### config.mk
export PLATFORM = sky130hd
export DESIGN_NAME = key_debouncer
export DESIGN_NICKNAME = d
export VERILOG_FILES = /design/src/rtl/enigma_pkg.sv /design/src/rtl/debounce_channel.sv /design/src/rtl/key_debouncer.sv
export SDC_FILE = /design/constraint.sdc
export NUM_CORES = 1
export LEC_CHECK = 0
export ABC_AREA = 1
export CORE_MARGIN = 8
export CORE_UTILIZATION = 50
export CTS_CLUSTER_SIZE = 10
export DETAILED_ROUTE_END_ITERATION = 12
export GPL_TIMING_DRIVEN = 0
export PLACE_DENSITY = 0.77
export SYNTH_ARGS = -nofsm -noshare
export SYNTH_HDL_FRONTEND = slang
export SYNTH_SLANG_ARGS = --single-unit
### constraint.sdc
create_clock -name clk -period 2 [get_ports clk]
set_input_delay 0.4 -clock clk [delete_from_list [all_inputs] [get_ports clk]]
set_output_delay 0.4 -clock clk [all_outputs]
set_load 0.005 [all_outputs]
### src/rtl/enigma_pkg.sv
// Shared definitions for the Enigma front-panel input path: debouncer state encoding and
// default qualification length.
package enigma_pkg;

  typedef enum logic [1:0] {
    StLow      = 2'b00,
    StPendHigh = 2'b01,
    StHigh     = 2'b11,
    StPendLow  = 2'b10
  } key_state_e;

  // 10 ms at 50 MHz
  localparam int unsigned StableCyclesDefault = 500000;

  function automatic logic is_pending(key_state_e st);
    return (st == StPendHigh) || (st == StPendLow);
  endfunction

endpackage

### src/rtl/debounce_channel.sv
// One debouncer channel: optional two-flop synchroniser (KEY_DEBOUNCE_SYNC_EN), then a
// four-state qualification FSM with a stability counter and registered level/pending flags.
module debounce_channel
  import enigma_pkg::*;
#(
  parameter int unsigned StableCycles = StableCyclesDefault,
  parameter int unsigned CntW         = $clog2(StableCycles)
) (
  input  logic clk_i,
  input  logic reset_i,
  input  logic key_i,
  output logic level_o,
  output logic pend_o
);

  localparam logic [CntW-1:0] CntMax = CntW'(StableCycles - 1);

  logic            s;
  key_state_e      state_q;
  logic [CntW-1:0] cnt_q;
  logic            level_q;
  logic            pend_q;

`ifdef KEY_DEBOUNCE_SYNC_EN
  logic [1:0] sync_q;

  always_ff @(posedge clk_i) begin
    if (reset_i) begin
      sync_q <= '0;
    end else begin
      sync_q <= {sync_q[0], key_i};
    end
  end

  assign s = sync_q[1];
`else
  assign s = key_i;
`endif

  always_ff @(posedge clk_i) begin
    if (reset_i) begin
      state_q <= StLow;
      cnt_q   <= '0;
      level_q <= 1'b0;
      pend_q  <= 1'b0;
    end else begin
      unique case (state_q)
        StLow: begin
          if (s) begin
            state_q <= StPendHigh;
            cnt_q   <= '0;
            pend_q  <= 1'b1;
          end
        end
        StPendHigh: begin
          if (!s) begin
            state_q <= StLow;
            cnt_q   <= '0;
            pend_q  <= 1'b0;
          end else if (cnt_q == CntMax) begin
            state_q <= StHigh;
            cnt_q   <= '0;
            level_q <= 1'b1;
            pend_q  <= 1'b0;
          end else begin
            cnt_q <= cnt_q + CntW'(1);
          end
        end
        StHigh: begin
          if (!s) begin
            state_q <= StPendLow;
            cnt_q   <= '0;
            pend_q  <= 1'b1;
          end
        end
        StPendLow: begin
          if (s) begin
            state_q <= StHigh;
            cnt_q   <= '0;
            pend_q  <= 1'b0;
          end else if (cnt_q == CntMax) begin
            state_q <= StLow;
            cnt_q   <= '0;
            level_q <= 1'b0;
            pend_q  <= 1'b0;
          end else begin
            cnt_q <= cnt_q + CntW'(1);
          end
        end
        default: begin
          state_q <= StLow;
          cnt_q   <= '0;
          level_q <= 1'b0;
          pend_q  <= 1'b0;
        end
      endcase
    end
  end

  assign level_o = level_q;
  assign pend_o  = pend_q;

endmodule

### src/rtl/key_debouncer.sv
// Multi-channel push-button debouncer; N_KEYS independent debounce_channel instances.
// Build option: define KEY_DEBOUNCE_SYNC_EN to add a two-flop synchroniser per input.
module key_debouncer
  import enigma_pkg::*;
#(
  parameter int unsigned N_KEYS        = 4,
  parameter int unsigned STABLE_CYCLES = StableCyclesDefault
) (
  input  logic              clk,
  input  logic              reset,
  input  logic [N_KEYS-1:0] keys_raw,
  output logic [N_KEYS-1:0] keys_level,
  output logic              busy
);

  localparam int unsigned CNT_W = $clog2(STABLE_CYCLES);

  logic [N_KEYS-1:0] pend;

  for (genvar i = 0; i < N_KEYS; i++) begin : g_ch
    debounce_channel #(
      .StableCycles(STABLE_CYCLES),
      .CntW        (CNT_W)
    ) u_ch (
      .clk_i  (clk),
      .reset_i(reset),
      .key_i  (keys_raw[i]),
      .level_o(keys_level[i]),
      .pend_o (pend[i])
    );
  end

  // Pending flags are registered per channel, so busy tracks the state registers directly.
  assign busy = |pend;

endmodule
==> impl_metrics.ini <==
[run_status]
outcome = finished, final reports clean

[drt]
wl_met1_um = 5530
ant_nets = 0
first_pass_iters = 6
wire_per_inst_um = 11.3
wl_met2_um = 4670
dr_wl_met3_um = 375
drtIter0Drc = 311
drc = 0
vias_per_cell = 5.08
vias = 4817
wl_um = 10800
top_layer = met4

[timing]
fin_skew_ns = 0.00821
setup_violations = 0
layout_min_cycle_time_ns = 1.92
slew_headroom = 0.638
hold_viol = 0
setup_slack_ns = 0.0818
rsz0062_at_grt = false
post-route-period-util = 0.959
slew_viol_final = 0
worstMarginPinSlew_ns = 0.543
max_freq_mhz = 521

[cts]
clk_pin_slew_ns = 0.09
clockBufferDepth = 2
cts_tree = built
clock_latency_ns = 0.37
post_cts_buffers = 0
h-tree-depth = 3
clock_sinks = 92
cts_buffers = 9
root_buffer = clkbuf_8

[pwr]
swShare = 0.297
p_leak_nw = 2.17
power_frac_clock = 0.323
pwr-share-comb = 0.172
seq_power_share = 0.505
net-switching-power_mw = 1.13
power_density_nw_per_um2 = 663
ir_drop_mv = 0.279
intPower_mw = 2.67

[logic_synthesis]
yosysSeqAreaShare = 0.350
postSynthAreaPerCell_um2 = 6.68
syn-num-nets = 813
yosysWarnings = 0
synth-edff-count = 0
synth_largest_area_cell = dfxtp_1
syn_area_um2 = 5260
synth_cell_types = 40
synthFlopType = dfxtp_1
syn_inst = 787
async_flop_share = 0
synth_area_leaders = dfxtp_1, nand2_1, nor2_1
synth_top_cell_area_share = 0.350
synth-seq-cells = 92

[final_layout]
num_antenna_cells = 0
final_cell_mix = nand2_1, nor2_1, inv_1, dfxtp_1, nand3_1
area_delta_synth_final_pct = 9.00
nNetsFinal = 834
final_common_cell = nand2_1
fin_util = 0.558
drive_above_1_share = 0.0849

[floorplanning]
die-height_um = 119
core_area_um2 = 10300
core.rowCount = 37
die-area_um2 = 14100
die_w_um = 119
initial_utilization = 0.512
ios = 11

[placed_design]
gp_congestion = 0.871
place_ws_ns = -0.246
port_buffers = 10
place_hpwl_um = 8000

[grt]
grt_overflow = 0
track_usage = 0.160
grt_pass1_wl_um = 19100
antenna_found_initial = 0
grt_max_degree = 15
grt_pass1_vias = 4343

[critical_path]
cp.arrival_ns = 1.52
reg2reg_from = g_ch[3].u_ch.state_q[0]
worstSetupPathType = flip-flop to output pin
path_max_fanout = 2
crit_start = g_ch[2].u_ch.pend_o
cp.required_ns = 1.60
worstSetupStartpointType = flip-flop
cp-end-kind = output pin

[min_path]
min_path_type = flip-flop to flip-flop
min-delay-start = g_ch[2].u_ch.pend_o

[job]
cap_violations = 0
-- cells by family (layout without fill, tap and decap cells) --
| group | after synthesis | after routing | share of synthesized area |
|---|---|---|---|
| AO/OA/AOI/OAI | 86 | 86 | 0.0900 |
| XOR/XNOR | 16 | 16 | 0.0267 |
| adder cells (fa/ha/maj) | 20 | 20 | 0.0476 |
| buffers and inverters | 122 | 148 | 0.0961 |
| flip-flops | 92 | 92 | 0.350 |
| AND/OR/NAND/NOR | 451 | 451 | 0.389 |
-- Yosys cell counts (11+ instances only) --
library cell	n
o21ai_0	27
nand4_1	34
inv_1	105
ha_1	20
nor2_1	128
nor3_1	32
a21oi_1	42
nand2_1	170
dfxtp_1	92
nand2_2	11
nand3_1	43
xor2_1	14
-- final cells by class --
| type | count | area, um^2 |
|---|---|---|
| buffer | 14 | 100 |
| clock buffer | 12 | 135 |
| clock inverter | 4 | 50.0 |
| fill | 1058 | 4550 |
| inverter | 108 | 405 |
| multi-input combinational | 573 | 2930 |
| sequential | 92 | 1840 |
| tap | 136 | 170 |
| timing repair buffer | 10 | 98.8 |
-- sequential cells by signal, indices dropped and copies added (netlist names) --
signal and cells:
g_ch.u_ch.level_o 4, g_ch.u_ch.pend_o 4, g_ch.u_ch.cnt_q 76, g_ch.u_ch.state_q 8
-- power by group through the flow --
stage	registers, mW	clock network [mW]	logic [mW]
floorplan	1.95	0	0.488
global placement	1.96	0	0.644
detailed placement	1.96	0	0.649
CTS	1.92	1.27	0.649
global route	1.93	1.35	0.736
finish	1.92	1.23	0.653
-- metal layers --
| layer | track usage | vias up |
|---|---|---|
| met3 | 0.0228 | 12 |
| met1 | 0.215 | 2166 |
| met2 | 0.249 | 72 |
| met5 | 0 | - |
| met4 | 0.0704 | 0 |
| li1 | - | 2567 |
-- path summary, 6_finish.rpt --
kind	endpoint	slack [ns]	depth (start not counted)
max	busy	0.08	2
min	g_ch[2].u_ch.pend_o	0.46	2
max reg2reg	g_ch[3].u_ch.cnt_q[18]	0.20	11
min reg2reg	g_ch[2].u_ch.pend_o	0.46	2
-- worst max-delay path, cell delays in order (launching register included) --
cell           delay [ns]
dfxtp_1              0.32
or4_1                0.55
dlygate4sd2_1        0.29
-- metrics by stage --
step           cells  instance area (um^2)  hold slack [ns]  setup TNS, ns  power, mW
2_1_floorplan    787                  5260            0.434              0       2.44
3_3_place_gp     933                  5530            0.450          -7.62       2.60
3_5_place_dp     933                  5530            0.456          -8.69       2.61
4_1_cts          949                  5710            0.469              0       3.84
5_1_grt          949                  5730            0.495              0       4.01
6_report         949                  5730            0.464              0       3.80
-- repair_timing --
| action | in CTS | in global routing |
|---|---|---|
| pin swaps | 0 | 1 |
| resized for setup | 1 | 5 |
| hold buffers | 0 | 0 |
| endpoints found under the setup margin | 1 | 20 |
Note: power is estimated with default switching activity, not from simulation.
